**src/rtl/id_ex_operand_stage_pkg.sv**
```systemverilog
// Shared pipeline package for the ID/EX operand stage.
// Holds the datapath widths, the ALU control encodings and the
// bubble value loaded into the EX control register.
package riscv_pipe_pkg;

  localparam int DATA_WIDTH     = 32;
  localparam int REG_ADDR_WIDTH = 5;
  localparam int ALUC_WIDTH     = 4;

  // ALUC[3] selects arithmetic shift and ALUC[2] selects right shift.
  // The ALU consumes only EX_B[4:0] as the shift amount.
  localparam int ALUC_ARITH_BIT = 3;
  localparam int ALUC_RIGHT_BIT = 2;

  typedef enum logic [ALUC_WIDTH-1:0] {
    ALUC_ADD = 4'b0000,
    ALUC_SUB = 4'b0001,
    ALUC_SLL = 4'b0010,
    ALUC_SRL = 4'b0100,
    ALUC_SRA = 4'b1100
  } aluc_e;

  // Control bits of the instruction held in EX.
  typedef struct packed {
    logic valid;
    logic reg_write;
    logic mem_read;
  } ex_ctrl_t;

  // A bubble carries no side effects and zero data.
  localparam ex_ctrl_t EX_CTRL_BUBBLE = '0;

endpackage

```
**src/rtl/id_ex_operand_stage_if.sv**
```systemverilog
// Bundle of decode-side, forwarding-source and execute-side signals of
// the ID/EX operand stage.
//   master: drives decode/forwarding/control inputs, observes EX outputs
//   slave : the stage itself
interface id_ex_operand_stage_if #(
  parameter int DATA_WIDTH     = riscv_pipe_pkg::DATA_WIDTH,
  parameter int REG_ADDR_WIDTH = riscv_pipe_pkg::REG_ADDR_WIDTH,
  parameter int ALUC_WIDTH     = riscv_pipe_pkg::ALUC_WIDTH
);
  logic                      STALL, FLUSH;
  logic                      ID_VALID;
  logic [REG_ADDR_WIDTH-1:0] ID_RS1_ADDR, ID_RS2_ADDR, ID_RD_ADDR;
  logic [DATA_WIDTH-1:0]     ID_RS1_DATA, ID_RS2_DATA, ID_IMM;
  logic                      ID_ALUSRC_IMM;
  logic [ALUC_WIDTH-1:0]     ID_ALUC;
  logic                      ID_REG_WRITE, ID_MEM_READ;
  logic [DATA_WIDTH-1:0]     EX_RESULT;
  logic [REG_ADDR_WIDTH-1:0] MEM_RD_ADDR, WB_RD_ADDR;
  logic                      MEM_REG_WRITE, WB_REG_WRITE;
  logic [DATA_WIDTH-1:0]     MEM_RESULT, WB_RESULT;
  logic                      EX_VALID;
  logic [DATA_WIDTH-1:0]     EX_A, EX_B, EX_STORE_DATA;
  logic [ALUC_WIDTH-1:0]     EX_ALUC;
  logic [REG_ADDR_WIDTH-1:0] EX_RD_ADDR;
  logic                      EX_REG_WRITE, EX_MEM_READ;
  logic                      LOAD_USE_HAZ;

  modport master (
    output STALL, FLUSH, ID_VALID, ID_RS1_ADDR, ID_RS2_ADDR, ID_RS1_DATA,
           ID_RS2_DATA, ID_IMM, ID_ALUSRC_IMM, ID_ALUC, ID_RD_ADDR,
           ID_REG_WRITE, ID_MEM_READ, EX_RESULT, MEM_RD_ADDR, MEM_REG_WRITE,
           MEM_RESULT, WB_RD_ADDR, WB_REG_WRITE, WB_RESULT,
    input  EX_VALID, EX_A, EX_B, EX_STORE_DATA, EX_ALUC, EX_RD_ADDR,
           EX_REG_WRITE, EX_MEM_READ, LOAD_USE_HAZ
  );

  modport slave (
    input  STALL, FLUSH, ID_VALID, ID_RS1_ADDR, ID_RS2_ADDR, ID_RS1_DATA,
           ID_RS2_DATA, ID_IMM, ID_ALUSRC_IMM, ID_ALUC, ID_RD_ADDR,
           ID_REG_WRITE, ID_MEM_READ, EX_RESULT, MEM_RD_ADDR, MEM_REG_WRITE,
           MEM_RESULT, WB_RD_ADDR, WB_REG_WRITE, WB_RESULT,
    output EX_VALID, EX_A, EX_B, EX_STORE_DATA, EX_ALUC, EX_RD_ADDR,
           EX_REG_WRITE, EX_MEM_READ, LOAD_USE_HAZ
  );
endinterface

```
**src/rtl/id_ex_operand_stage_fwd_mux.sv**
```systemverilog
// operand_fwd_mux: resolves one source operand.
// Priority EX > MEM > WB > register file; register 0 always reads 0.
//   src      : source register index
//   ex_en    : EX stage may forward (valid, writes, not a load)
//   *_rd/*_we/*_data : destination, write enable, result per stage
//   rf_data  : register-file read value
//   operand  : resolved value
module operand_fwd_mux #(
  parameter int DATA_WIDTH     = riscv_pipe_pkg::DATA_WIDTH,
  parameter int REG_ADDR_WIDTH = riscv_pipe_pkg::REG_ADDR_WIDTH
) (
  input  logic [REG_ADDR_WIDTH-1:0] src,
  input  logic                      ex_en,
  input  logic [REG_ADDR_WIDTH-1:0] ex_rd,
  input  logic [DATA_WIDTH-1:0]     ex_data,
  input  logic                      mem_we,
  input  logic [REG_ADDR_WIDTH-1:0] mem_rd,
  input  logic [DATA_WIDTH-1:0]     mem_data,
  input  logic                      wb_we,
  input  logic [REG_ADDR_WIDTH-1:0] wb_rd,
  input  logic [DATA_WIDTH-1:0]     wb_data,
  input  logic [DATA_WIDTH-1:0]     rf_data,
  output logic [DATA_WIDTH-1:0]     operand
);
  always_comb begin
    operand = rf_data;
    if (src == '0)                       operand = '0;
    else if (ex_en  && (ex_rd  == src))  operand = ex_data;
    else if (mem_we && (mem_rd == src))  operand = mem_data;
    else if (wb_we  && (wb_rd  == src))  operand = wb_data;
  end
endmodule

```
**src/rtl/id_ex_operand_stage.sv**
```systemverilog
// id_ex_operand_stage: ID/EX pipeline register for the ALU.
// Resolves rs1/rs2 through the forwarding network, selects immediate or
// rs2 for operand B, detects load-use hazards and applies
// reset / flush / stall / bubble to the EX register.
//   CLK : clock, rising edge
//   RST : synchronous active-high reset
//   bus : slave side of id_ex_operand_stage_if
module id_ex_operand_stage #(
  parameter int DATA_WIDTH     = riscv_pipe_pkg::DATA_WIDTH,
  parameter int REG_ADDR_WIDTH = riscv_pipe_pkg::REG_ADDR_WIDTH,
  parameter int ALUC_WIDTH     = riscv_pipe_pkg::ALUC_WIDTH
) (
  input logic                  CLK,
  input logic                  RST,
  id_ex_operand_stage_if.slave bus
);
  import riscv_pipe_pkg::*;

  ex_ctrl_t                  ctrl_q;
  logic [DATA_WIDTH-1:0]     a_q, b_q, sd_q;
  logic [ALUC_WIDTH-1:0]     aluc_q;
  logic [REG_ADDR_WIDTH-1:0] rd_q;

  logic [DATA_WIDTH-1:0] rs1_fwd, rs2_fwd;
  logic                  ex_fwd_en, load_use;

  // A load's result does not exist yet in EX, so EX never forwards it.
  assign ex_fwd_en = ctrl_q.valid & ctrl_q.reg_write & ~ctrl_q.mem_read;

  operand_fwd_mux #(.DATA_WIDTH(DATA_WIDTH), .REG_ADDR_WIDTH(REG_ADDR_WIDTH)) u_fwd_rs1 (
    .src(bus.ID_RS1_ADDR), .ex_en(ex_fwd_en), .ex_rd(rd_q), .ex_data(bus.EX_RESULT),
    .mem_we(bus.MEM_REG_WRITE), .mem_rd(bus.MEM_RD_ADDR), .mem_data(bus.MEM_RESULT),
    .wb_we(bus.WB_REG_WRITE), .wb_rd(bus.WB_RD_ADDR), .wb_data(bus.WB_RESULT),
    .rf_data(bus.ID_RS1_DATA), .operand(rs1_fwd)
  );

  operand_fwd_mux #(.DATA_WIDTH(DATA_WIDTH), .REG_ADDR_WIDTH(REG_ADDR_WIDTH)) u_fwd_rs2 (
    .src(bus.ID_RS2_ADDR), .ex_en(ex_fwd_en), .ex_rd(rd_q), .ex_data(bus.EX_RESULT),
    .mem_we(bus.MEM_REG_WRITE), .mem_rd(bus.MEM_RD_ADDR), .mem_data(bus.MEM_RESULT),
    .wb_we(bus.WB_REG_WRITE), .wb_rd(bus.WB_RD_ADDR), .wb_data(bus.WB_RESULT),
    .rf_data(bus.ID_RS2_DATA), .operand(rs2_fwd)
  );

  // rs2 only matters for the hazard when it feeds operand B.
  assign load_use = bus.ID_VALID & ctrl_q.valid & ctrl_q.mem_read & (rd_q != '0) &
                    ((rd_q == bus.ID_RS1_ADDR) |
                     ((rd_q == bus.ID_RS2_ADDR) & ~bus.ID_ALUSRC_IMM));

  // Reset and flush beat stall; stall beats the hazard bubble.
  always_ff @(posedge CLK) begin
    if (RST || bus.FLUSH || (!bus.STALL && load_use)) begin
      ctrl_q <= EX_CTRL_BUBBLE;
      a_q    <= '0;
      b_q    <= '0;
      sd_q   <= '0;
      aluc_q <= '0;
      rd_q   <= '0;
    end else if (!bus.STALL) begin
      ctrl_q <= '{valid:     bus.ID_VALID,
                  reg_write: bus.ID_VALID & bus.ID_REG_WRITE,
                  mem_read:  bus.ID_VALID & bus.ID_MEM_READ};
      a_q    <= rs1_fwd;
      b_q    <= bus.ID_ALUSRC_IMM ? bus.ID_IMM : rs2_fwd;
      sd_q   <= rs2_fwd;
      aluc_q <= bus.ID_ALUC;
      rd_q   <= bus.ID_RD_ADDR;
    end
  end

  assign bus.EX_VALID      = ctrl_q.valid;
  assign bus.EX_REG_WRITE  = ctrl_q.reg_write;
  assign bus.EX_MEM_READ   = ctrl_q.mem_read;
  assign bus.EX_A          = a_q;
  assign bus.EX_B          = b_q;
  assign bus.EX_STORE_DATA = sd_q;
  assign bus.EX_ALUC       = aluc_q;
  assign bus.EX_RD_ADDR    = rd_q;
  assign bus.LOAD_USE_HAZ  = load_use;

endmodule

```
**src/flat_wrapper.sv**
```systemverilog
// flat-port wrapper written by rule: the top's interface ports become plain ports
module id_ex_operand_stage_flat import riscv_pipe_pkg::*;
#(
  parameter int DATA_WIDTH     = riscv_pipe_pkg::DATA_WIDTH,
  parameter int REG_ADDR_WIDTH = riscv_pipe_pkg::REG_ADDR_WIDTH,
  parameter int ALUC_WIDTH     = riscv_pipe_pkg::ALUC_WIDTH
)
  (CLK, RST, bus_STALL, bus_FLUSH, bus_ID_VALID, bus_ID_RS1_ADDR, bus_ID_RS2_ADDR, bus_ID_RS1_DATA, bus_ID_RS2_DATA, bus_ID_IMM, bus_ID_ALUSRC_IMM, bus_ID_ALUC, bus_ID_RD_ADDR, bus_ID_REG_WRITE, bus_ID_MEM_READ, bus_EX_RESULT, bus_MEM_RD_ADDR, bus_MEM_REG_WRITE, bus_MEM_RESULT, bus_WB_RD_ADDR, bus_WB_REG_WRITE, bus_WB_RESULT, bus_EX_VALID, bus_EX_A, bus_EX_B, bus_EX_STORE_DATA, bus_EX_ALUC, bus_EX_RD_ADDR, bus_EX_REG_WRITE, bus_EX_MEM_READ, bus_LOAD_USE_HAZ);
  id_ex_operand_stage_if #(.DATA_WIDTH(DATA_WIDTH), .REG_ADDR_WIDTH(REG_ADDR_WIDTH), .ALUC_WIDTH(ALUC_WIDTH)) bus_i ();
  input logic CLK;
  input logic RST;
  input wire logic [$bits(bus_i.STALL)-1:0] bus_STALL;
  input wire logic [$bits(bus_i.FLUSH)-1:0] bus_FLUSH;
  input wire logic [$bits(bus_i.ID_VALID)-1:0] bus_ID_VALID;
  input wire logic [$bits(bus_i.ID_RS1_ADDR)-1:0] bus_ID_RS1_ADDR;
  input wire logic [$bits(bus_i.ID_RS2_ADDR)-1:0] bus_ID_RS2_ADDR;
  input wire logic [$bits(bus_i.ID_RS1_DATA)-1:0] bus_ID_RS1_DATA;
  input wire logic [$bits(bus_i.ID_RS2_DATA)-1:0] bus_ID_RS2_DATA;
  input wire logic [$bits(bus_i.ID_IMM)-1:0] bus_ID_IMM;
  input wire logic [$bits(bus_i.ID_ALUSRC_IMM)-1:0] bus_ID_ALUSRC_IMM;
  input wire logic [$bits(bus_i.ID_ALUC)-1:0] bus_ID_ALUC;
  input wire logic [$bits(bus_i.ID_RD_ADDR)-1:0] bus_ID_RD_ADDR;
  input wire logic [$bits(bus_i.ID_REG_WRITE)-1:0] bus_ID_REG_WRITE;
  input wire logic [$bits(bus_i.ID_MEM_READ)-1:0] bus_ID_MEM_READ;
  input wire logic [$bits(bus_i.EX_RESULT)-1:0] bus_EX_RESULT;
  input wire logic [$bits(bus_i.MEM_RD_ADDR)-1:0] bus_MEM_RD_ADDR;
  input wire logic [$bits(bus_i.MEM_REG_WRITE)-1:0] bus_MEM_REG_WRITE;
  input wire logic [$bits(bus_i.MEM_RESULT)-1:0] bus_MEM_RESULT;
  input wire logic [$bits(bus_i.WB_RD_ADDR)-1:0] bus_WB_RD_ADDR;
  input wire logic [$bits(bus_i.WB_REG_WRITE)-1:0] bus_WB_REG_WRITE;
  input wire logic [$bits(bus_i.WB_RESULT)-1:0] bus_WB_RESULT;
  output wire logic [$bits(bus_i.EX_VALID)-1:0] bus_EX_VALID;
  output wire logic [$bits(bus_i.EX_A)-1:0] bus_EX_A;
  output wire logic [$bits(bus_i.EX_B)-1:0] bus_EX_B;
  output wire logic [$bits(bus_i.EX_STORE_DATA)-1:0] bus_EX_STORE_DATA;
  output wire logic [$bits(bus_i.EX_ALUC)-1:0] bus_EX_ALUC;
  output wire logic [$bits(bus_i.EX_RD_ADDR)-1:0] bus_EX_RD_ADDR;
  output wire logic [$bits(bus_i.EX_REG_WRITE)-1:0] bus_EX_REG_WRITE;
  output wire logic [$bits(bus_i.EX_MEM_READ)-1:0] bus_EX_MEM_READ;
  output wire logic [$bits(bus_i.LOAD_USE_HAZ)-1:0] bus_LOAD_USE_HAZ;
  assign bus_i.STALL = bus_STALL;
  assign bus_i.FLUSH = bus_FLUSH;
  assign bus_i.ID_VALID = bus_ID_VALID;
  assign bus_i.ID_RS1_ADDR = bus_ID_RS1_ADDR;
  assign bus_i.ID_RS2_ADDR = bus_ID_RS2_ADDR;
  assign bus_i.ID_RS1_DATA = bus_ID_RS1_DATA;
  assign bus_i.ID_RS2_DATA = bus_ID_RS2_DATA;
  assign bus_i.ID_IMM = bus_ID_IMM;
  assign bus_i.ID_ALUSRC_IMM = bus_ID_ALUSRC_IMM;
  assign bus_i.ID_ALUC = bus_ID_ALUC;
  assign bus_i.ID_RD_ADDR = bus_ID_RD_ADDR;
  assign bus_i.ID_REG_WRITE = bus_ID_REG_WRITE;
  assign bus_i.ID_MEM_READ = bus_ID_MEM_READ;
  assign bus_i.EX_RESULT = bus_EX_RESULT;
  assign bus_i.MEM_RD_ADDR = bus_MEM_RD_ADDR;
  assign bus_i.MEM_REG_WRITE = bus_MEM_REG_WRITE;
  assign bus_i.MEM_RESULT = bus_MEM_RESULT;
  assign bus_i.WB_RD_ADDR = bus_WB_RD_ADDR;
  assign bus_i.WB_REG_WRITE = bus_WB_REG_WRITE;
  assign bus_i.WB_RESULT = bus_WB_RESULT;
  assign bus_EX_VALID = bus_i.EX_VALID;
  assign bus_EX_A = bus_i.EX_A;
  assign bus_EX_B = bus_i.EX_B;
  assign bus_EX_STORE_DATA = bus_i.EX_STORE_DATA;
  assign bus_EX_ALUC = bus_i.EX_ALUC;
  assign bus_EX_RD_ADDR = bus_i.EX_RD_ADDR;
  assign bus_EX_REG_WRITE = bus_i.EX_REG_WRITE;
  assign bus_EX_MEM_READ = bus_i.EX_MEM_READ;
  assign bus_LOAD_USE_HAZ = bus_i.LOAD_USE_HAZ;
  id_ex_operand_stage #(.DATA_WIDTH(DATA_WIDTH), .REG_ADDR_WIDTH(REG_ADDR_WIDTH), .ALUC_WIDTH(ALUC_WIDTH)) u_core (.CLK(CLK), .RST(RST), .bus(bus_i));
endmodule
```
**config.mk**
```make
export PLATFORM = sky130hd
export DESIGN_NAME = id_ex_operand_stage_flat
export DESIGN_NICKNAME = d
export VERILOG_FILES = /design/src/rtl/id_ex_operand_stage_pkg.sv /design/src/rtl/id_ex_operand_stage_if.sv /design/src/rtl/id_ex_operand_stage_fwd_mux.sv /design/src/rtl/id_ex_operand_stage.sv /design/src/flat_wrapper.sv
export SDC_FILE = /design/constraint.sdc
export NUM_CORES = 1
export LEC_CHECK = 0
export CAP_MARGIN = 30
export CORE_UTILIZATION = 42
export CTS_CLUSTER_DIAMETER = 30
export DETAILED_ROUTE_END_ITERATION = 16
export GPL_TIMING_DRIVEN = 0
export MAX_ROUTING_LAYER = met4
export PLACE_DENSITY = 0.9
export SLEW_MARGIN = 20
export SYNTH_ARGS = -nofsm -noshare
export SYNTH_HDL_FRONTEND = slang
export SYNTH_SLANG_ARGS = --single-unit
```
**constraint.sdc**
```tcl
create_clock -name CLK -period 2.2 [get_ports CLK]
set_input_delay 0.22 -clock CLK [delete_from_list [all_inputs] [get_ports CLK]]
set_output_delay 0.22 -clock CLK [all_outputs]
set_load 0.05 [all_outputs]
```
==> flow_metrics.tcl <==
set metrics [dict create \
    wl_mm 35.0 \
    synth_edf_count 0 \
    r2r_cells 8 \
    drive_above_1_share_pct 12.2 \
    rsz0062_at_grt "true" \
    boundaryPins 340 \
    cp_max_fo 10 \
    grt_pass1_wl_mm 51.8 \
    clkPwrFrac_pct 31.5 \
    maxCapViolCount 0 \
    htree_levels 3 \
    critical_path_depth 8 \
    grt_max_degree 19 \
    hold_depth 2 \
    ys_seq_area_share_pct 30.8 \
    rows 46 \
    multi_input_area_um2 4650 \
    dr_wl_met2_mm 16.0 \
    seq_area_um2 2180 \
    async_flop_share_pct 0 \
    vias 9483 \
    cts.path.max_buffers 2 \
    setup_ws_ps -26.9 \
    synth_area_per_cell_um2 7.96 \
    skew_ps 6.84 \
    swShare_pct 33.3 \
    wl_met3_mm 3.85 \
    critPathTopFamily "buffers and inverters" \
    grt_pass1_vias 9084 \
    post_dp_cell_area_um2 10700 \
    antenna_violating_nets_post_route 0 \
    tns_ps -48.1 \
    layout_common_cells "328 x clkdlybuf4s50_1, 102 x dfxtp_1, 72 x o21ai_0" \
    wl_per_cell_um 23.9 \
    gp_congestion 0.996 \
    critPathKind "register to register" \
    die_x_um 131 \
    cts.sinks 108 \
    syn_inst 881 \
    initial_core_util_pct 43.5 \
    crit_arrival_ps 2480 \
    combPwrFrac_pct 30.6 \
    cts_tree "built" \
    synthesis.area_um2 7020 \
    overflow 0 \
    synth.distinct_cells 42 \
    cp.buffers_inverters 3 \
    fin_nets 1478 \
    wl_met1_mm 13.5 \
    cts_root_buf "clkbuf_16" \
    path_clk_slew_ps 80 \
    die_h_um 131 \
    synth.ff_latch_count 108 \
    numCtsBuffers 9 \
    worstPathCellList "xnor2_2 -> nand3_2 -> buf_4 -> buf_2 -> or2_1 -> clkbuf_1 -> o21ai_0 -> o31ai_1" \
    vdd_drop_max_v 0.000426 \
    port_buffers 339 \
    hold_violations 0 \
    final_common_cell "clkdlybuf4s50_1" \
    p_leak_nw 3.86 \
    antenna_found_initial 0 \
    final_area_um2 11600 \
    via_per_inst 6.46 \
    dr.pass1.iters 5 \
    switchingPower_mw 1.82 \
    pwr-share-seq_pct 37.9 \
    worstSkewPairLatency_ps 360 \
    drcViolationCount 0 \
    max_stage_delay_ps 380 \
    cp.required_ps 2450 \
    ctsHoldBuffers 0 \
    dieArea_um2 17200 \
    worst_pin_slew_ps 756 \
    finalNonFillerCells 1468 \
    nFillCells 1256 \
    fin_util_pct 72.0 \
    dp_hpwl_mm 26.0 \
    fin_crit_sh_pct 101 \
    ys.flop_type "dfxtp_1" \
    core_area_um2 16100 \
    min_path_type "register to register" \
    first_iter_violations 1249 \
    internal_power_mw 3.66 \
    max_freq_mhz 449 \
    violations "setup timing" \
    setup_viol 2 \
    antenna_cells 0 \
    yosys_warnings 0 \
    top_layer_used "met4" \
    slew_headroom_pct 49.6 \
    period_minus_slack_ps 2230 \
    syn-num-nets 1112 \
    start_kind "register" \
    grt_use_total_pct 39.7 \
    p_per_area_nw_per_um2 472 \
    slew_violations 0 \
    placed_cells 1437 \
    area_delta_synth_final_pct 65.4 \
    status "finished, violations left" \
    cp-end-kind "register" \
    cp_slowest_cell "dfxtp_4" \
]
-- cells by family (layout without fill, tap and decap cells) --
group / Yosys count / count (layout) / synth area share, %
compound gates: 365 / 365 / 37.7
simple gates: 234 / 234 / 18.7
mux: 9 / 9 / 1.28
buf+inv: 135 / 506 / 7.83
flops: 108 / 108 / 30.8
xor+xnor: 30 / 30 / 3.74
-- Yosys cell counts (all sizes together) (4+ instances only) --
cell type	count	share of area, %
a211oi	32	3.4
a21oi	4	0.29
a22o	30	3.7
a22oi	36	3.9
a311oi	30	3.7
buf	20	1.7
clkbuf	83	4.4
dfxtp	108	31
inv	32	1.7
mux2i	9	1.3
nand2	37	2.0
nand3	34	2.4
nor2	16	0.86
nor3	66	4.7
nor3b	32	3.4
o2111ai	33	4.4
o211ai	32	3.4
o21a	30	3.2
o21ai	97	6.9
o31ai	34	3.7
or4	34	3.6
xnor2	25	3.1
xor2	5	0.62
-- repair_timing --
| action | CTS | global route |
|---|---|---|
| resized for setup | 51 | 139 |
| buffers inserted | 8 | 9 |
| pin swaps | 8 | 15 |
| cloned | 0 | 0 |
| endpoints found under the setup margin | 109 | 105 |
-- power groups by stage --
stage | clock [mW] | sequential [mW] | combinational (mW)
6_report | 1.73 | 2.07 | 1.68
5_1_grt | 1.79 | 2.08 | 1.74
4_1_cts | 1.72 | 2.07 | 1.58
3_5_place_dp | 0 | 2.12 | 1.55
3_3_place_gp | 0 | 2.12 | 1.54
2_1_floorplan | 0 | 2.36 | 0.475
-- routing by layer --
metal  up-vias  GRT usage (%)
li1       4172              -
met1      4396           48.6
met2       764           63.0
met3       151           7.87
met4         0           18.2
met5         -              -
-- worst reg2reg max path, delay by kind of cell (launching register included) --
family,cells,cell delay (ps)
buffers and inverters,3,760
AO/OA/AOI/OAI,2,450
flip-flops,1,380
AND/OR/NAND/NOR,2,360
XOR/XNOR,1,150
-- registers in the layout (all words and copies together), names as in the netlist --
name	cells
u_core.bus.EX_RD_ADDR	5
u_core.bus.EX_REG_WRITE	1
u_core.bus.EX_MEM_READ	1
u_core.bus.EX_A	32
u_core.bus.EX_B	32
u_core.bus.EX_ALUC	4
u_core.bus.EX_STORE_DATA	32
u_core.bus.EX_VALID	1
-- per-stage QoR --
step                      hold slack [ps]  power [mW]  setup slack, ps
after detailed placement              441        3.67            -1110
after floorplan                       364        2.84             6.19
after global routing                  476        5.62             -142
after CTS                             458        5.38            -75.0
final                                 457        5.48            -26.9
after global placement                434        3.65            -1100
-- final cells by class --
cell class / instances / area share (%)
Inverter: 32 / 1.04
Multi-Input combinational cell: 638 / 40.1
Tap cell: 216 / 2.33
Sequential cell: 108 / 18.8
Timing Repair Buffer: 357 / 30.5
Clock buffer: 9 / 1.94
Clock inverter: 7 / 0.636
Buffer: 101 / 4.67
-- worst paths after layout --
kind | start | to | slack (ps)
worst max-delay path | u_core.bus.EX_RD_ADDR[4]$_SDFFE_PP0N_ | u_core.bus.EX_STORE_DATA[5]$_SDFFE_PP0N_ | -30
worst min register to register | u_core.bus.EX_STORE_DATA[8]$_SDFFE_PP0N_ | u_core.bus.EX_STORE_DATA[8]$_SDFFE_PP0N_ | 460
worst min-delay path | u_core.bus.EX_STORE_DATA[8]$_SDFFE_PP0N_ | u_core.bus.EX_STORE_DATA[8]$_SDFFE_PP0N_ | 460
worst max register to register | u_core.bus.EX_RD_ADDR[4]$_SDFFE_PP0N_ | u_core.bus.EX_STORE_DATA[5]$_SDFFE_PP0N_ | -30
No activity file was read; power rests on OpenSTA's default activity.
